<file path="src/rtl/uart_stream_router.sv">
// uart_stream_router
//    Buffering and routing stage between a UART RX core, a byte processor
//    and a UART TX core. Received bytes queue in an RX FIFO and are routed
//    according to a registered route mode: to the processor (paced by a gap
//    counter), looped straight into the TX FIFO, or discarded. A handshake
//    FSM drains the TX FIFO into the TX core. Overflow drops on either FIFO
//    are counted in saturating statistics counters.
//
// Ports
//    i_Clk, rst          clock (rising edge), asynchronous active-high reset
//    i_Mode              route mode: 0 processed, 1 loopback, 2/3 discard
//    i_Clr_Stats         synchronous clear of both overflow counters
//    i_Rx_DV/i_Rx_Byte   byte strobe from the RX core
//    o_Proc_DV/_Byte     paced byte strobe to the processor
//    i_Proc_DV/_Byte     processed byte strobe from the processor
//    i_Tx_Active         TX core busy (holds the FSM in IDLE)
//    i_Tx_Done           TX core completion strobe
//    o_Tx_DV/o_Tx_Byte   start strobe and held byte for the TX core
//    o_Rx/Tx_Level       FIFO occupancies
//    o_Rx/Tx_Ovf_Cnt     saturating counts of pushes dropped on a full FIFO
module uart_stream_router #(
   parameter int DATA_W   = 8,
   parameter int RX_DEPTH = 16,
   parameter int TX_DEPTH = 16,
   parameter int PROC_GAP = 0,
   parameter int CNT_W    = 16
) (
   input  logic                      i_Clk,
   input  logic                      rst,
   input  logic [1:0]                i_Mode,
   input  logic                      i_Clr_Stats,
   input  logic                      i_Rx_DV,
   input  logic [DATA_W-1:0]         i_Rx_Byte,
   output logic                      o_Proc_DV,
   output logic [DATA_W-1:0]         o_Proc_Byte,
   input  logic                      i_Proc_DV,
   input  logic [DATA_W-1:0]         i_Proc_Byte,
   input  logic                      i_Tx_Active,
   input  logic                      i_Tx_Done,
   output logic                      o_Tx_DV,
   output logic [DATA_W-1:0]         o_Tx_Byte,
   output logic [$clog2(RX_DEPTH):0] o_Rx_Level,
   output logic [$clog2(TX_DEPTH):0] o_Tx_Level,
   output logic [CNT_W-1:0]          o_Rx_Ovf_Cnt,
   output logic [CNT_W-1:0]          o_Tx_Ovf_Cnt
);

   localparam int RX_AW = $clog2(RX_DEPTH);
   localparam int TX_AW = $clog2(TX_DEPTH);
   localparam int GAP_W = (PROC_GAP > 0) ? $clog2(PROC_GAP + 1) : 1;

   localparam logic [RX_AW:0]     RX_FULL  = RX_DEPTH[RX_AW:0];
   localparam logic [TX_AW:0]     TX_FULL  = TX_DEPTH[TX_AW:0];
   localparam logic [GAP_W-1:0]   GAP_LOAD = PROC_GAP[GAP_W-1:0];

   typedef enum logic [1:0] {
      ROUTE_PROC     = 2'd0,
      ROUTE_LOOP     = 2'd1,
      ROUTE_DROP     = 2'd2,
      ROUTE_DROP_ALT = 2'd3
   } route_e;

   typedef enum logic [1:0] {
      TX_IDLE,
      TX_START,
      TX_WAIT
   } tx_state_e;

   route_e            mode_q;
   tx_state_e         tx_state, tx_next;

   logic [DATA_W-1:0] rx_mem [RX_DEPTH];
   logic [RX_AW-1:0]  rx_wr_ptr, rx_rd_ptr;
   logic              rx_empty, rx_full, rx_push_ok, rx_pop;
   logic [DATA_W-1:0] rx_head;

   logic [DATA_W-1:0] tx_mem [TX_DEPTH];
   logic [TX_AW-1:0]  tx_wr_ptr, tx_rd_ptr;
   logic              tx_empty, tx_full, tx_push, tx_push_ok, tx_pop;
   logic [DATA_W-1:0] tx_head, tx_push_data;

   logic [GAP_W-1:0]  gap_cnt;
   logic              proc_fire;

   // ------------------------------------------------------------------
   // Route mode register: a mode change applies from the following cycle
   // ------------------------------------------------------------------
   always_ff @(posedge i_Clk or posedge rst) begin
      if (rst) mode_q <= ROUTE_PROC;
      else     mode_q <= route_e'(i_Mode);
   end

   // ------------------------------------------------------------------
   // RX FIFO
   // ------------------------------------------------------------------
   assign rx_empty   = (o_Rx_Level == '0);
   assign rx_full    = (o_Rx_Level == RX_FULL);
   assign rx_push_ok = i_Rx_DV && !rx_full;
   assign rx_head    = rx_mem[rx_rd_ptr];

   always_ff @(posedge i_Clk) begin
      if (rx_push_ok) rx_mem[rx_wr_ptr] <= i_Rx_Byte;
   end

   always_ff @(posedge i_Clk or posedge rst) begin
      if (rst) begin
         rx_wr_ptr  <= '0;
         rx_rd_ptr  <= '0;
         o_Rx_Level <= '0;
      end else begin
         if (rx_push_ok) rx_wr_ptr <= rx_wr_ptr + 1'b1;
         if (rx_pop)     rx_rd_ptr <= rx_rd_ptr + 1'b1;
         case ({rx_push_ok, rx_pop})
            2'b10:   o_Rx_Level <= o_Rx_Level + 1'b1;
            2'b01:   o_Rx_Level <= o_Rx_Level - 1'b1;
            default: o_Rx_Level <= o_Rx_Level;
         endcase
      end
   end

   // ------------------------------------------------------------------
   // Routing: RX drain and TX push source selected by the route mode
   // ------------------------------------------------------------------
   always_comb begin
      rx_pop       = 1'b0;
      proc_fire    = 1'b0;
      tx_push      = 1'b0;
      tx_push_data = i_Proc_Byte;
      case (mode_q)
         ROUTE_PROC: begin
            proc_fire    = !rx_empty && (gap_cnt == '0);
            rx_pop       = proc_fire;
            tx_push      = i_Proc_DV;
            tx_push_data = i_Proc_Byte;
         end
         ROUTE_LOOP: begin
            // Only move a byte when TX can take it, so loopback never overflows
            rx_pop       = !rx_empty && !tx_full;
            tx_push      = rx_pop;
            tx_push_data = rx_head;
         end
         default: begin
            rx_pop = !rx_empty;
         end
      endcase
   end

   // Processor strobe and pacing gap counter
   always_ff @(posedge i_Clk or posedge rst) begin
      if (rst) begin
         o_Proc_DV   <= 1'b0;
         o_Proc_Byte <= '0;
         gap_cnt     <= '0;
      end else begin
         o_Proc_DV <= proc_fire;
         if (proc_fire) begin
            o_Proc_Byte <= rx_head;
            gap_cnt     <= GAP_LOAD;
         end else if (gap_cnt != '0) begin
            gap_cnt <= gap_cnt - 1'b1;
         end
      end
   end

   // ------------------------------------------------------------------
   // TX FIFO
   // ------------------------------------------------------------------
   assign tx_empty   = (o_Tx_Level == '0);
   assign tx_full    = (o_Tx_Level == TX_FULL);
   assign tx_push_ok = tx_push && !tx_full;
   assign tx_head    = tx_mem[tx_rd_ptr];

   always_ff @(posedge i_Clk) begin
      if (tx_push_ok) tx_mem[tx_wr_ptr] <= tx_push_data;
   end

   always_ff @(posedge i_Clk or posedge rst) begin
      if (rst) begin
         tx_wr_ptr  <= '0;
         tx_rd_ptr  <= '0;
         o_Tx_Level <= '0;
      end else begin
         if (tx_push_ok) tx_wr_ptr <= tx_wr_ptr + 1'b1;
         if (tx_pop)     tx_rd_ptr <= tx_rd_ptr + 1'b1;
         case ({tx_push_ok, tx_pop})
            2'b10:   o_Tx_Level <= o_Tx_Level + 1'b1;
            2'b01:   o_Tx_Level <= o_Tx_Level - 1'b1;
            default: o_Tx_Level <= o_Tx_Level;
         endcase
      end
   end

   // ------------------------------------------------------------------
   // TX handshake FSM
   // ------------------------------------------------------------------
   always_ff @(posedge i_Clk or posedge rst) begin
      if (rst) tx_state <= TX_IDLE;
      else     tx_state <= tx_next;
   end

   always_comb begin
      tx_next = tx_state;
      tx_pop  = 1'b0;
      o_Tx_DV = 1'b0;
      case (tx_state)
         TX_IDLE: begin
            if (!tx_empty && !i_Tx_Active) begin
               tx_pop  = 1'b1;
               tx_next = TX_START;
            end
         end
         TX_START: begin
            o_Tx_DV = 1'b1;
            tx_next = TX_WAIT;
         end
         TX_WAIT: begin
            if (i_Tx_Done) tx_next = TX_IDLE;
         end
         default: tx_next = TX_IDLE;
      endcase
   end

   // Byte is captured on the pop and held until the next pop
   always_ff @(posedge i_Clk or posedge rst) begin
      if (rst)         o_Tx_Byte <= '0;
      else if (tx_pop) o_Tx_Byte <= tx_head;
   end

   // ------------------------------------------------------------------
   // Saturating overflow statistics; clear wins over a same-cycle drop
   // ------------------------------------------------------------------
   always_ff @(posedge i_Clk or posedge rst) begin
      if (rst) begin
         o_Rx_Ovf_Cnt <= '0;
         o_Tx_Ovf_Cnt <= '0;
      end else if (i_Clr_Stats) begin
         o_Rx_Ovf_Cnt <= '0;
         o_Tx_Ovf_Cnt <= '0;
      end else begin
         if (i_Rx_DV && rx_full && (o_Rx_Ovf_Cnt != '1))
            o_Rx_Ovf_Cnt <= o_Rx_Ovf_Cnt + 1'b1;
         if (tx_push && tx_full && (o_Tx_Ovf_Cnt != '1))
            o_Tx_Ovf_Cnt <= o_Tx_Ovf_Cnt + 1'b1;
      end
   end

endmodule

</file>
<file path="config.mk">
export PLATFORM = sky130hd
export DESIGN_NAME = uart_stream_router
export DESIGN_NICKNAME = d
export VERILOG_FILES = /design/src/rtl/uart_stream_router.sv
export SDC_FILE = /design/constraint.sdc
export NUM_CORES = 1
export LEC_CHECK = 0
export BUFFER_PORTS_ARGS = -buffer_cell sky130_fd_sc_hd__buf_4
export CAP_MARGIN = 25
export CORE_MARGIN = 1
export CORE_UTILIZATION = 55
export DETAILED_ROUTE_END_ITERATION = 8
export MAX_ROUTING_LAYER = met4
export PLACE_DENSITY = 0.76
export SETUP_SLACK_MARGIN = 0.1
export SLEW_MARGIN = 20
export SYNTH_ARGS = -nofsm -noshare
export SYNTH_HDL_FRONTEND = slang
export SYNTH_SLANG_ARGS = --single-unit
</file>
<file path="constraint.sdc">
create_clock -name i_Clk -period 3.2 [get_ports i_Clk]
set_clock_uncertainty 0.15 [all_clocks]
set_input_delay 0.64 -clock i_Clk [delete_from_list [all_inputs] [get_ports i_Clk]]
set_output_delay 0.64 -clock i_Clk [all_outputs]
set_load 0.02 [all_outputs]
</file>
Yosys cells after proc, flatten, opt, wreduce, memory -nomap -nowiden. Memory sizes are Yosys's and may differ from the RTL's. A register that Yosys moved wholly into a read port is not among the register bits. Index checks and enable logic that the tools add are counted.

Add/sub/neg operators: 11. Equality and inequality tests: 13. Muxes and demuxes: 22. Bitwise operators: 1. Reduce and logical (&&, ||, !) cells: 23.

Operator list (number): 2-to-1 mux 16 bit (4); adder 16 x 1 -> 16 bit, second input constant (2); != test 16 bit, second input constant (2); one-hot mux 5 bit (2 select lines) (2); adder 4 x 1 -> 4 bit, second input constant (4); adder 5 x 1 -> 5 bit, second input constant (2); == test 5 bit, second input constant (2); zero test 5 bit (2); 2-to-1 mux 1 bit (10); subtractor 5 x 1 -> 5 bit, second input constant (2); logical AND 1 bit (9); == test 2 x 1 -> 1 bit, second input constant (4); 2-to-1 mux 8 bit (1); nonzero test 2 bit (4); == test 2 bit, second input constant (3); one-hot mux 2 bit (3 select lines) (1); zero test 1 bit (5); zero test 2 bit (2); 2-to-1 mux 2 bit (2); != test 2 bit, second input constant (2); one-hot mux 1 bit (2 select lines) (2); AND reduction 2 bit (1); inverter 1 bit (1); subtractor 1 bit, second input constant (1).

Register bits after elaboration: 72. RAM bits: 256. Bits of input ports: 25. Output and inout port bits: 60. Memories kept: 2.

Memories: rx_mem (words 16, bits a word 8, rd ports 1, clocked after Yosys merged registers in 0, write ports 1, RTL line 72) `logic [DATA_W-1:0] rx_mem [RX_DEPTH];`; tx_mem (words 16, bits a word 8, rd ports 1, clocked after Yosys merged registers in 1, write ports 1, RTL line 77) `logic [DATA_W-1:0] tx_mem [TX_DEPTH];`.

Logic depth before layout (Yosys ltp). Gate-level depths: netlist of run 1.

Depth in word-level cells: 8. Gate-level depth with buffers: 13. Mapped depth without buffers: 11.

Least setup slack after synthesis of run 1. No wires, ideal clock.

Path type: register to register. From: reg o_Rx_Level[0]. To: reg o_Tx_Level[4]. Arrival: 2.890 ns. Slack: 0.025 ns. Cell stages (with the launch flop): 13. Buffers on the path: 1. Period minus slack after synthesis: 3.175 ns. Cells stage by stage: dfrtp_1 > or4_1 > o21ai_1 > a21oi_2 > inv_1 > ha_1 > clkbuf_1 > xor2_1 > ha_1 > o211a_1 > o31ai_1 > a31oi_1 > xor2_1.

Word-level cells in the longest chain between the ends: 7. Elaborated cells on any way between the ends: 9. Classes of those cells: eq/ne (2); mux (2); reduce/logical (5).

Ends and longest elaborated chain: start, declared (RTL line 42) `output logic [$clog2(RX_DEPTH):0] o_Rx_Level,`; start signal, assigned (RTL line 114) `2'b10: o_Rx_Level <= o_Rx_Level + 1'b1;`; start signal, assigned (RTL line 115) `2'b01: o_Rx_Level <= o_Rx_Level - 1'b1;`; start signal, assigned (RTL line 116) `default: o_Rx_Level <= o_Rx_Level;`; zero test 5 bit * (RTL line 96) `assign rx_empty = (o_Rx_Level == '0);`; zero test 1 bit * (RTL line 138) `rx_pop = !rx_empty && !tx_full;`; logical AND 1 bit * (RTL line 138); one-hot mux 1 bit (2 select lines) * (RTL line 129) `case (mode_q)`; logical AND 1 bit * (RTL line 170) `assign tx_push_ok = tx_push && !tx_full;`; == test 2 x 1 -> 1 bit or == test 2 bit (tied branches) (RTL line 185) `case ({tx_push_ok, tx_pop})`; one-hot mux 5 bit (2 select lines) or nonzero test 2 bit (tied branches); end signal, assigned (RTL line 186) `2'b10: o_Tx_Level <= o_Tx_Level + 1'b1;`; end signal, assigned (RTL line 187) `2'b01: o_Tx_Level <= o_Tx_Level - 1'b1;`; end signal, assigned (RTL line 188) `default: o_Tx_Level <= o_Tx_Level;`; end, declared (RTL line 43) `output logic [$clog2(TX_DEPTH):0] o_Tx_Level,`.

Mark *: on every way between the ends. The rest lies on a longest branch, timed or not. A chain may end at the register's enable or synchronous reset.

Worst setup path after layout of run 1.
From: reg o_Rx_Level[0]. To: reg o_Rx_Level[4].

Word-level cells in the longest chain between the ends: 6. Elaborated cells on any way between the ends: 14. Classes of those cells: add/sub (2); eq/ne (3); mux (2); reduce/logical (7).

Ends and longest elaborated chain: zero test 5 bit (RTL line 96); zero test 1 bit (RTL line 131, 138, 143); logical AND 1 bit (on tied branches) (RTL line 138, 131); one-hot mux 1 bit (2 select lines) (RTL line 129); == test 2 x 1 -> 1 bit or == test 2 bit (tied branches) (RTL line 113) `case ({rx_push_ok, rx_pop})`; one-hot mux 5 bit (2 select lines) or nonzero test 2 bit (tied branches).

Several ways; a longest one is shown, not always the timed one.

==> qor.csv, run 1 <==
stage,metric,value,unit
worst_setup_path,worst-path maximum fanout,5,
synthesis,Synth Instances,908,
timing,Final TNS setup,0,ps
final_layout,Layout area overhead,18.2,%
place,Final HPWL DP,18.5,mm
global_routing,first-pass GRT wire length,44.4,mm
final_layout,multi-input logic area,4220,um2
synthesis,Synth Warn #,0,
worst_setup_path,most frequent CP cell,inv_1,
final_layout,Finished Cell Area,16700,um2
run,max-capacitance violation count,0,
timing,Max Clock Freq,339,MHz
die,# IOs,85,
die,Initial Util,0.562,
place,Port-buffer cells,84,
pwr,PD cells,860,nW/um2
clock_network,clock sinks,335,
clock_network,H-tree Lvls,2,
worst_setup_path,cells on worst reg2reg path,12,
clock_network,post-cts repair resize count,2,
clock_network,CTS tree,done,
synthesis,sequential-to-total area share from yosys stat,0.683,
synthesis,mapped cell area,14200,um2
clock_network,Clock transition at path regs,60,ps
clock_network,clock latency on the worst-skew pair,520,ps
detailed_routing,via/cell ratio,5.66,
global_routing,largest net degree at the start of global routing,38,
worst_setup_path,FF-to-FF End,o_Rx_Level[4],
final_layout,"non-filler cells, final",1408,
pwr,overall power,14.4,mW
detailed_routing,WL final,28.2,mm
timing,endpoints failing setup,0,
detailed_routing,Iteration-0 DRC Markers,600,
clock_network,Num CTS Buffers,35,
place,placed inst area,15500,um2
detailed_routing,DR DRC count,0,
timing,RSZ-0062 raised after global routing,no,
final_layout,most frequent cells in the layout,"256 x edfxtp_1, 149 x buf_4, 77 x nor2_1, 76 x dfrtp_1, 60 x nand2_1",
worst_setup_path,Critical Path RT,3420,ps
synthesis,post-synthesis register bit count,335,
timing,final hold viol count,0,
synthesis,syn nets,954,
clock_network,Setup Buffers After CTS,0,
global_routing,GR Overflow Total,0,
final_layout,Layout fillers,1708,
worst_setup_path,slowest library cell on the worst path,or3b_2,
pwr,peak supply drop,0.590,mV
die,Die Ht,162,um
die,row cnt,58,
detailed_routing,Detail Route Antenna Nets,0,
clock_network,CTS max path bufs,3,
worst_setup_path,WS Path Type,flop to flop,
worst_setup_path,worst flop-to-flop path startpoint,o_Rx_Level[0],
synthesis,"Top FF cell, synth",edfxtp_1,
final_layout,Final nets,1097,
worst_setup_path,Startpoint Class,flop,
final_layout,n_diodes,0,
timing,clock period minus worst slack,2950,ps
timing,actual slew at the worst max-slew pin,789,ps
synthesis,Yosys cell types,52,
place,GPL Wtd Cong,0.817,
worst_setup_path,Worst R2R Setup Slack,250,ps
min_path,Min-Delay Path Class,primary input to asynchronous set/reset pin,
final_layout,Register Area,9670,um2
clock_network,hold buffer count at cts,0,
final_layout,"Core Util, Final",0.664,
detailed_routing,DR vias,7975,
worst_setup_path,CP max stage delay,450,ps
final_layout,"commonest non-fill, non-tap cell in the layout",edfxtp_1,
worst_setup_path,nature of the critical path endpoint,flop,
timing,fin. max-slew vios,0,
synthesis,Post-synth EDFFs,256,
die,Placeable Area,25200,um2
pwr,Static Leak,6.11,nW
synthesis,"Avg Cell Area, Syn",15.6,um2
detailed_routing,Pre-antenna DRT Iters,4,
run_status,outcome,completed,
global_routing,initial antenna violation count,0,
clock_network,Root Buffer,clkbuf_16,
detailed_routing,Routed wire per std cell,20.0,um
timing,Slew Limit Headroom,0.472,
global_routing,Tot GR Track Use,0.228,
die,Die Wd,162,um
die,die footprint,26400,um2
place,Inst Count DP,1343,
timing,period utilization,0.921,
worst_setup_path,WP data arrival,3170,ps
worst_setup_path,crit-path cells,buf_4 > nor4_4 > a21boi_1 > inv_1 > ha_2 > inv_1 > fa_1 > nor2b_2 > o21ai_2 > nand3_1 > or3b_2 > xnor2_1,
synthesis,Synth async-reset ratio,0.236,
final_layout,share of layout cells above drive strength 1,0.273,
global_routing,vias in the first global route,8043,
[how the worst max path moves through the flow]
stage	from	to	slack (ps)	depth (start not counted)
floorplan	o_Rx_Level[0]	o_Rx_Level[4]	130	10
global placement	rx_rd_ptr[0]	tx_mem[14][5]	160	7
detailed placement	o_Rx_Level[2]	o_Tx_Level[4]	100	11
CTS	o_Rx_Level[2]	o_Rx_Level[4]	120	10
global route	rx_rd_ptr[0]	tx_mem[8][5]	100	7
finish	o_Rx_Level[0]	o_Rx_Level[4]	250	12
[state kept, by name, indices dropped and copies added (netlist names)]
signal        cells
o_Tx_Ovf_Cnt     16
o_Tx_Level        5
o_Rx_Ovf_Cnt     16
tx_state          2
mode_q            2
rx_mem          128
o_Proc_Byte       8
rx_rd_ptr         4
rx_wr_ptr         4
o_Rx_Level        5
o_Tx_Byte         8
tx_mem          128
tx_rd_ptr         4
o_Proc_DV         1
tx_wr_ptr         4
[per-stage QoR]
step | setup WS [ps] | hold WS [ps]
detailed placement | 99.7 | 317
floorplan | 126 | 396
CTS | 119 | 86.0
global route | 99.9 | 83.5
global placement | 161 | 304
finish | 254 | 59.5
[cells in the mapped netlist, types with 3 or more instances]
library cell / instances / area [um2]
o21ai_0: 48 / 240
nand2b_1: 5 / 31.3
o21ai_1: 3 / 15.0
nor3b_1: 6 / 45.0
buf_1: 6 / 22.5
nor3_1: 13 / 65.1
a21o_1: 3 / 22.5
xnor2_1: 41 / 359
nand2_1: 60 / 225
and3_1: 7 / 43.8
dfrtp_1: 79 / 1980
nor2b_1: 12 / 75.1
nand4_1: 12 / 75.1
nor4_1: 6 / 37.5
inv_1: 20 / 75.1
a21oi_1: 11 / 55.1
a2111oi_0: 8 / 70.1
buf_4: 4 / 30.0
nor4_4: 3 / 63.8
a2111oi_2: 4 / 60.1
and4_1: 3 / 26.3
mux2_2: 18 / 203
buf_2: 17 / 85.1
nand3_1: 17 / 85.1
mux4_2: 48 / 1080
edfxtp_1: 256 / 7690
clkbuf_1: 14 / 52.6
and2_1: 8 / 50.1
mux2i_1: 27 / 270
a211oi_1: 20 / 150
nor2_1: 77 / 289
ha_1: 20 / 250
buf_6: 3 / 33.8
xor2_1: 8 / 70.1
[cell type report]
| cell class | count | share of cell area |
|---|---|---|
| Clock buffer | 48 | 0.0589 |
| Clock inverter | 16 | 0.0134 |
| Inverter | 20 | 0.00456 |
| Multi-Input combinational cell | 509 | 0.252 |
| Sequential cell | 335 | 0.578 |
| Tap cell | 330 | 0.0247 |
| Timing Repair Buffer | 150 | 0.0681 |
[logic make-up after synthesis]
group	count (synthesis)	synth area share
AO/OA/AOI/OAI	107	0.0517
XOR/XNOR	49	0.0303
adder cells (fa/ha/maj)	21	0.0191
buffers and inverters	64	0.0211
flip-flops	335	0.683
multiplexers	93	0.110
AND/OR/NAND/NOR	239	0.0852
[per-layer routing]
layer  part of all wire  wire length (um)  GRT usage  vias up
met5                  0                 0          -        -
met4              0.020               562     0.0592        0
met3              0.043              1220     0.0349       47
met2               0.53             14800      0.384      188
met1               0.41             11600      0.290     4007
li1                   -                 -          -     3733
[power by group]
| part | switching, mW | total [mW] | leakage [nW] | internal [mW] |
|---|---|---|---|---|
| Combinational | 2.27 | 4.25 | 2.20 | 1.99 |
| Clock | 1.62 | 4.20 | 0.581 | 2.58 |
| Sequential | 0.565 | 5.94 | 3.33 | 5.37 |
| Total | 4.45 | 14.4 | 6.11 | 9.93 |
[critical path: cells and delay by family, from the launching register on]
family                     cells  cell delay, ps
adders and majority gates      2             650
AOI/OAI and AO/OA              2             190
xor gates and xnor gates       1             140
and+or+nand+nor                4             980
buffers and inverters          3             350
DFF                            1             370
Power figures use the tool's default switching activity.
==> inputs of run 2 (changes only) <==
--- a/config.mk
+++ b/config.mk
@@ -8,10 +8,10 @@
 export BUFFER_PORTS_ARGS = -buffer_cell sky130_fd_sc_hd__buf_4
 export CAP_MARGIN = 25
 export CORE_MARGIN = 1
-export CORE_UTILIZATION = 55
+export CORE_UTILIZATION = 65
 export DETAILED_ROUTE_END_ITERATION = 8
 export MAX_ROUTING_LAYER = met4
-export PLACE_DENSITY = 0.76
+export PLACE_DENSITY = 0.84
 export SETUP_SLACK_MARGIN = 0.1
 export SLEW_MARGIN = 20
 export SYNTH_ARGS = -nofsm -noshare
==> constraint.sdc (replaced) <==
create_clock -name i_Clk -period 3.8 [get_ports i_Clk]
set_clock_uncertainty 0.15 [all_clocks]
set_input_delay 0.76 -clock i_Clk [delete_from_list [all_inputs] [get_ports i_Clk]]
set_output_delay 0.76 -clock i_Clk [all_outputs]
set_load 0.02 [all_outputs]
==> run 2 against run 1 <==
Compared with the run above:
- critical path depth decreased by 1
- non-clock buffer count decreased by 26
- via count increased by 4.4%
- clock-buffer cell count decreased by 7
- die area decreased by 15%
- cell area decreased by 2.3%
- clock power decreased by 20%
- flip-flop and latch count unchanged
- first-iteration DRC count increased by 2.2%
- critical endpoint unchanged
==> qor.csv, run 2 (same netlist as run 1, synthesis figures left out) <==
stage,metric,value,unit,change
run_status,outcome,completed,,unchanged
final_layout,Layout area overhead,15.5,%,was 18.2%
worst_setup_path,cells on worst reg2reg path,11,,was 12
detailed_routing,via/cell ratio,6.30,,was 5.66
worst_setup_path,CP Buf/Inv Count,1,,was 3
global_routing,initial antenna violation count,0,,unchanged
clock_network,post-cts repair resize count,0,,was 2
clock_network,H-tree Lvls,2,,unchanged
clock_network,clock sinks,335,,unchanged
pwr,overall power,12.0,mW,was 14.4 mW
worst_setup_path,critical path depth in cells,11,,was 12
die,Die Ht,150,um,was 162 um
global_routing,GR Overflow Total,0,,unchanged
final_layout,most frequent cells in the layout,"256 x edfxtp_1, 123 x buf_4, 77 x nor2_1, 77 x dfrtp_1, 60 x nand2_1",,"was 256 x edfxtp_1, 149 x buf_4, 77 x nor2_1, 76 x dfrtp_1, 60 x nand2_1"
min_path,Min-Delay Path Class,primary input to flop,,was primary input to asynchronous set/reset pin
worst_setup_path,nature of the critical path endpoint,flop,,unchanged
timing,clock period minus worst slack,3470,ps,was 2950 ps
worst_setup_path,Startpoint Class,flop,,unchanged
timing,endpoints failing setup,0,,unchanged
global_routing,vias in the first global route,8531,,was 8043
detailed_routing,Routed wire per std cell,23.5,um,was 20.0 um
final_layout,Largest regs,"rx_mem (128), tx_mem (128)",,unchanged
clock_network,CTS max path bufs,3,,unchanged
final_layout,"commonest non-fill, non-tap cell in the layout",edfxtp_1,,unchanged
pwr,Static Leak,5.94,nW,was 6.11 nW
worst_setup_path,Crit path max-delay family,simple AND/OR/NAND/NOR gates,,unchanged
pwr,peak supply drop,0.574,mV,was 0.590 mV
min_path,Hold Crit Depth,1,,
detailed_routing,DR DRC count,0,,unchanged
timing,fin. max-slew vios,0,,unchanged
pwr,register share of total power,0.434,,was 0.413
clock_network,Num CTS Buffers,34,,was 35
timing,actual slew at the worst max-slew pin,1000,ps,was 789 ps
clock_network,Root Buffer,clkbuf_16,,unchanged
pwr,P_sw,3.84,mW,was 4.45 mW
min_path,hold path start,i_Mode[0],,
pwr,Power Internal,8.11,mW,was 9.93 mW
worst_setup_path,slowest library cell on the worst path,dfrtp_1,,was or3b_2
pwr,Clock power frac,0.281,,was 0.292
worst_setup_path,WS Path Type,flop to flop,,unchanged
global_routing,largest net degree at the start of global routing,46,,was 38
detailed_routing,Pre-antenna DRT Iters,5,,was 4
clock_network,hold buffer count at cts,0,,unchanged
detailed_routing,Iteration-0 DRC Markers,613,,was 600
worst_setup_path,Worst R2R Setup Slack,330,ps,was 250 ps
worst_setup_path,CP max stage delay,560,ps,was 450 ps
timing,Max Clock Freq,288,MHz,was 339 MHz
detailed_routing,WL final,31.0,mm,was 28.2 mm
final_layout,Final nets,1070,,was 1097
die,Initial Util,0.669,,was 0.562
clock_network,Clock transition at path regs,60,ps,about the same
timing,final hold viol count,0,,unchanged
timing,RSZ-0062 raised after global routing,no,,unchanged
pwr,switching share of power,0.322,,was 0.310
worst_setup_path,WP data arrival,3700,ps,was 3170 ps
clock_network,CTS tree,done,,unchanged
timing,Slew Limit Headroom,0.331,,was 0.472
worst_setup_path,worst flop-to-flop path startpoint,o_Tx_Level[2],,was o_Rx_Level[0]
final_layout,n_diodes,0,,unchanged
die,# IOs,85,,unchanged
pwr,combinational power share,0.285,,was 0.296
worst_setup_path,Critical Path RT,4030,ps,was 3420 ps
run,max-capacitance violation count,0,,unchanged
clock_network,clock latency on the worst-skew pair,510,ps,was 520 ps
global_routing,Tot GR Track Use,0.296,,was 0.228
detailed_routing,DR vias,8327,,was 7975
place,Port-buffer cells,84,,unchanged
global_routing,first-pass GRT wire length,47.1,mm,was 44.4 mm
die,die footprint,22400,um2,was 26400 um2
clock_network,Setup Buffers After CTS,0,,unchanged
worst_setup_path,worst-path maximum fanout,10,,was 5
die,Die Wd,150,um,was 162 um
final_layout,share of layout cells above drive strength 1,0.245,,was 0.273
timing,Final TNS setup,0,ps,unchanged
worst_setup_path,crit-path cells,nor4_4 > and2_1 > a21oi_1 > ha_1 > inv_1 > fa_1 > nor2b_1 > o21ai_0 > nand3_1 > or3b_2 > xnor2_1,,was buf_4 > nor4_4 > a21boi_1 > inv_1 > ha_2 > inv_1 > fa_1 > nor2b_2 > o21ai_2 > nand3_1 > or3b_2 > xnor2_1
worst_setup_path,FF-to-FF End,o_Rx_Level[4],,unchanged
timing,period utilization,0.913,,was 0.921
place,GPL Wtd Cong,0.879,,was 0.817
min_path,Hold EP,mode_q[0],,
die,Placeable Area,21200,um2,was 25200 um2
pwr,PD cells,731,nW/um2,was 860 nW/um2
place,Final HPWL DP,19.6,mm,was 18.5 mm
die,row cnt,53,,was 58
detailed_routing,Detail Route Antenna Nets,0,,unchanged
[run 2: layout make-up]
type	instances	area, um2
multi-input combinational	509	4190
clock inverter	18	186
tap	275	344
sequential	335	9670
fill	1126	4800
clock buffer	41	941
timing repair buffer	124	943
inverter	20	76.3
[run 2: metrics by stage]
| step | hold slack [ps] | util | instance area [um2] | cells | setup slack (ps) |
|---|---|---|---|---|---|
| after detailed placement | 316 | 0.720 | 15200 | 1263 | 431 |
| after global routing | 207 | 0.773 | 16300 | 1322 | 204 |
| after global placement | 302 | 0.720 | 15200 | 1263 | 605 |
| after CTS | 209 | 0.773 | 16300 | 1322 | 361 |
| after floorplan | 396 | - | 14200 | 908 | 625 |
| final | 215 | 0.773 | 16300 | 1322 | 330 |
[run 2: per-layer routing]
| layer | wire (um) | vias to the layer above | GRT usage |
|---|---|---|---|
| met1 | 11800 | 4192 | 0.362 |
| li1 | - | 3682 | - |
| met5 | 0 | - | - |
| met3 | 1970 | 84 | 0.0415 |
| met4 | 930 | 0 | 0.115 |
| met2 | 16300 | 369 | 0.502 |
[run 2: power by group through the flow]
stage	Clock (mW)	Combinational (mW)	Sequential [mW]
finish	3.36	3.41	5.18
global route	3.53	3.63	5.25
CTS	3.39	3.41	5.18
detailed placement	0	3.33	5.24
global placement	0	3.21	5.19
floorplan	0	2.38	4.96
[run 2: how the worst max path moves through the flow]
stage,start,end,slack (ps)
2_1_floorplan,o_Rx_Level[0],o_Tx_Level[4],620
3_3_place_gp,o_Tx_Level[2],o_Rx_Level[4],600
3_5_place_dp,o_Tx_Level[2],o_Rx_Level[4],430
4_1_cts,o_Tx_Level[2],o_Rx_Level[4],360
5_1_grt,o_Tx_Level[1],o_Rx_Level[4],200
6_report,o_Tx_Level[2],o_Rx_Level[4],330
==> inputs of run 3 (changes only) <==
--- a/config.mk
+++ b/config.mk
@@ -5,13 +5,13 @@
 export SDC_FILE = /design/constraint.sdc
 export NUM_CORES = 1
 export LEC_CHECK = 0
+export ABC_AREA = 1
 export BUFFER_PORTS_ARGS = -buffer_cell sky130_fd_sc_hd__buf_4
 export CAP_MARGIN = 25
 export CORE_MARGIN = 1
-export CORE_UTILIZATION = 65
+export CORE_UTILIZATION = 30
 export DETAILED_ROUTE_END_ITERATION = 8
 export MAX_ROUTING_LAYER = met4
-export PLACE_DENSITY = 0.84
 export SETUP_SLACK_MARGIN = 0.1
 export SLEW_MARGIN = 20
 export SYNTH_ARGS = -nofsm -noshare
==> constraint.sdc (replaced) <==
create_clock -name i_Clk -period 3.9 [get_ports i_Clk]
set_clock_uncertainty 0.15 [all_clocks]
set_input_delay 0.78 -clock i_Clk [delete_from_list [all_inputs] [get_ports i_Clk]]
set_output_delay 0.78 -clock i_Clk [all_outputs]
set_load 0.02 [all_outputs]
==> run 3 against run 2 <==
Compared with the run above:
- global-route usage down 15 points
- die area up 140%
- total power up 6.2%
- fmax up 17%
- clock-buffer cell count up 9
- first-iteration DRC count up 36%
- worst setup slack better by 600 ps
- cell area up 13%
- via count up 36%
- flip-flop and latch count unchanged
- synthesized area up 11%
- core utilization down 41 points
- critical endpoint unchanged
- highest routed layer unchanged
==> qor.csv, run 3 <==
stage,metric,value,unit,change
timing,Slew Limit Headroom,0.412,,was 0.331
synthesis,"Top FF cell, synth",edfxtp_1,,unchanged
synthesis,Synth top area share,0.491,,was 0.543
synthesis,post-synthesis register bit count,335,,unchanged
detailed_routing,Detail Route Antenna Nets,0,,unchanged
worst_setup_path,worst-path maximum fanout,8,,was 10
clock_network,Setup Buffers After CTS,0,,unchanged
synthesis,mapped cell area,15700,um2,was 14200 um2
synthesis,"Avg Cell Area, Syn",9.35,um2,was 15.6 um2
final_layout,Layout fillers,5120,,was 1126
detailed_routing,DR vias,11317,,was 8327
die,row cnt,83,,was 53
synthesis,Yosys cell types,34,,was 52
pwr,Power Internal,8.06,mW,was 8.11 mW
worst_setup_path,slowest library cell on the worst path,dfrtp_1,,unchanged
clock_network,Root Buffer,clkbuf_16,,unchanged
place,GPL Wtd Cong,0.855,,was 0.879
pwr,switching share of power,0.365,,was 0.322
synthesis,Synth Instances,1675,,was 908
pwr,combinational power share,0.327,,was 0.285
worst_setup_path,Critical Path RT,4230,ps,was 4030 ps
worst_setup_path,most frequent CP cell,nand2_1,,
detailed_routing,Routed wire per std cell,15.6,um,was 23.5 um
clock_network,CTS tree,done,,unchanged
final_layout,n_diodes,0,,unchanged
min_path,Min-Delay Path Class,primary input to asynchronous set/reset pin,,was primary input to flop
timing,period utilization,0.761,,was 0.913
pwr,peak supply drop,0.386,mV,was 0.574 mV
detailed_routing,WL final,38.7,mm,was 31.0 mm
detailed_routing,DR DRC count,0,,unchanged
pwr,P_sw,4.64,mW,was 3.84 mW
final_layout,Layout area overhead,17.7,%,was 15.5%
synthesis,syn nets,1721,,was 954
place,Final HPWL DP,25.5,mm,was 19.6 mm
global_routing,first-pass GRT wire length,60.7,mm,was 47.1 mm
final_layout,"commonest non-fill, non-tap cell in the layout",nand2_1,,was edfxtp_1
synthesis,Synth async-reset ratio,0.236,,unchanged
timing,Final TNS setup,0,ps,unchanged
worst_setup_path,WS Path Type,flop to flop,,unchanged
die,Placeable Area,51400,um2,was 21200 um2
timing,RSZ-0062 raised after global routing,no,,unchanged
final_layout,Largest regs,"rx_mem (128), tx_mem (128)",,unchanged
timing,Max Clock Freq,337,MHz,was 288 MHz
synthesis,Yosys top cell by area,edfxtp_1,,unchanged
pwr,overall power,12.7,mW,was 12.0 mW
worst_setup_path,CP Buf/Inv Count,1,,unchanged
worst_setup_path,nature of the critical path endpoint,flop,,unchanged
clock_network,CTS max path bufs,3,,unchanged
run,max-capacitance violation count,0,,unchanged
global_routing,GR Overflow Total,0,,unchanged
die,Initial Util,0.305,,was 0.669
clock_network,H-tree Lvls,2,,unchanged
worst_setup_path,CP max stage delay,450,ps,was 560 ps
final_layout,most frequent cells in the layout,"574 x nand2_1, 256 x edfxtp_1, 246 x nand3_1, 242 x inv_1, 110 x buf_4",,"was 256 x edfxtp_1, 123 x buf_4, 77 x nor2_1, 77 x dfrtp_1, 60 x nand2_1"
timing,fin. max-slew vios,0,,unchanged
clock_network,hold buffer count at cts,0,,unchanged
clock_network,Num CTS Buffers,37,,was 34
clock_network,clock sinks,335,,unchanged
synthesis,Synth Warn #,0,,unchanged
worst_setup_path,Worst R2R Setup Slack,930,ps,was 330 ps
die,Die Ht,230,um,was 150 um
die,die footprint,53100,um2,was 22400 um2
pwr,PD cells,689,nW/um2,was 731 nW/um2
detailed_routing,Pre-antenna DRT Iters,5,,unchanged
detailed_routing,Iteration-0 DRC Markers,831,,was 613
clock_network,clock latency on the worst-skew pair,540,ps,was 510 ps
timing,clock period minus worst slack,2970,ps,was 3470 ps
final_layout,Final nets,1809,,was 1070
synthesis,sequential-to-total area share from yosys stat,0.617,,was 0.683
worst_setup_path,crit-path cells,nor2_1 > nand4_2 > o21ai_1 > inv_1 > ha_1 > ha_1 > nand2_1 > nand2_1 > a21oi_1 > xor2_1 > nand2_1 > nand2_1,,was nor4_4 > and2_1 > a21oi_1 > ha_1 > inv_1 > fa_1 > nor2b_1 > o21ai_0 > nand3_1 > or3b_2 > xnor2_1
place,Port-buffer cells,84,,unchanged
clock_network,Clock transition at path regs,60,ps,about the same
timing,final hold viol count,0,,unchanged
timing,actual slew at the worst max-slew pin,879,ps,was 1000 ps
global_routing,largest net degree at the start of global routing,67,,was 46
worst_setup_path,cells on worst reg2reg path,12,,was 11
worst_setup_path,Startpoint Class,flop,,unchanged
detailed_routing,via/cell ratio,4.58,,was 6.30
pwr,Clock power frac,0.298,,was 0.281
pwr,register share of total power,0.375,,was 0.434
synthesis,Synth top cells by count,"574 x nand2_1, 256 x edfxtp_1, 246 x nand3_1",,"was 256 x edfxtp_1, 79 x dfrtp_1, 77 x nor2_1"
worst_setup_path,Crit path max-delay family,simple AND/OR/NAND/NOR gates,,unchanged
run_status,outcome,completed,,unchanged
global_routing,vias in the first global route,10979,,was 8531
clock_network,post-cts repair resize count,0,,unchanged
synthesis,top-count cell post-synth,nand2_1,,was edfxtp_1
die,# IOs,85,,unchanged
final_layout,share of layout cells above drive strength 1,0.109,,was 0.245
pwr,Static Leak,8.19,nW,was 5.94 nW
worst_setup_path,WP data arrival,3290,ps,was 3700 ps
global_routing,Tot GR Track Use,0.150,,was 0.296
synthesis,Post-synth EDFFs,256,,unchanged
worst_setup_path,worst flop-to-flop path startpoint,o_Tx_Level[0],,was o_Tx_Level[2]
worst_setup_path,FF-to-FF End,o_Rx_Level[4],,unchanged
global_routing,initial antenna violation count,2,,was 0
synthesis,top post-synthesis cells by area,"edfxtp_1 49%, nand2_1 14%, dfrtp_1 13%",,"was edfxtp_1 54%, dfrtp_1 14%, mux4_2 7.6%"
die,Die Wd,230,um,was 150 um
timing,endpoints failing setup,0,,unchanged
==> run 3: cell count changes in the layout (fill, tap and decap cells not counted), sizes merged, moves of 12 or more <==
cell	delta
a2111oi	-15
a211oi	-20
buf	-12
inv	+227
mux2	-18
mux2i	-27
mux4	-48
nand2	+515
nand3	+231
nor2b	-12
o21ai	-33
xnor2	-35
xor2	+16
==> run 3: per-stage QoR <==
| step | hold slack (ps) | setup WS (ps) | utilization | instance area, um2 | std cells |
|---|---|---|---|---|---|
| 3_3_place_gp | 320 | 996 | 0.331 | 17000 | 2400 |
| 5_1_grt | 152 | 751 | 0.358 | 18400 | 2472 |
| 2_1_floorplan | 351 | 947 | - | 15700 | 1675 |
| 3_5_place_dp | 322 | 956 | 0.331 | 17000 | 2400 |
| 4_1_cts | 136 | 926 | 0.357 | 18400 | 2468 |
| 6_report | 126 | 930 | 0.358 | 18400 | 2472 |
==> run 3: metal layers <==
| layer | routed length (um) | GRT usage | vias to the layer above |
|---|---|---|---|
| met5 | 0 | - | - |
| met4 | 605 | 0.0358 | 0 |
| met3 | 1710 | 0.0200 | 53 |
| met2 | 19400 | 0.254 | 251 |
| met1 | 17000 | 0.189 | 5460 |
| li1 | - | - | 5553 |
==> run 3: cell families (layout without fill, tap and decap cells) <==
| group | Yosys count | after routing | synth area share |
|---|---|---|---|
| xor+xnor | 30 | 30 | 0.0168 |
| buf+inv | 317 | 434 | 0.0801 |
| compound gates | 32 | 32 | 0.0133 |
| flops | 335 | 335 | 0.617 |
| simple gates | 940 | 940 | 0.255 |
| fa+ha+maj | 21 | 21 | 0.0173 |
==> run 3: area by class of cell <==
type / count / area (um2) / area share
Tap cell: 680 / 851 / 0.0462
Sequential cell: 335 / 9670 / 0.525
Timing Repair Buffer: 112 / 881 / 0.0478
Clock buffer: 50 / 1070 / 0.0579
Inverter: 254 / 955 / 0.0518
Clock inverter: 18 / 267 / 0.0145
Multi-Input combinational cell: 1023 / 4740 / 0.257
==> run 3: power by group through the flow <==
stage	combinational [mW]	clock, mW	sequential (mW)
after floorplan	2.72	0	4.80
after global placement	4.06	0	4.82
after detailed placement	4.10	0	4.83
after CTS	4.12	3.86	4.76
after global routing	4.66	3.98	4.81
final	4.15	3.78	4.76
==> run 3: worst max-delay path by stage <==
stage | startpoint | slack [ps] | depth (start not counted) | to
finish | o_Tx_Level[0] | 930 | 12 | o_Rx_Level[4]
global route | o_Tx_Level[0] | 750 | 14 | o_Rx_Level[4]
CTS | o_Tx_Level[0] | 930 | 12 | o_Rx_Level[4]
detailed placement | o_Tx_Level[0] | 960 | 12 | o_Rx_Level[4]
global placement | i_Tx_Active | 1000 | 14 | o_Tx_Level[4]
floorplan | rst | 950 | 1 | mode_q[0]
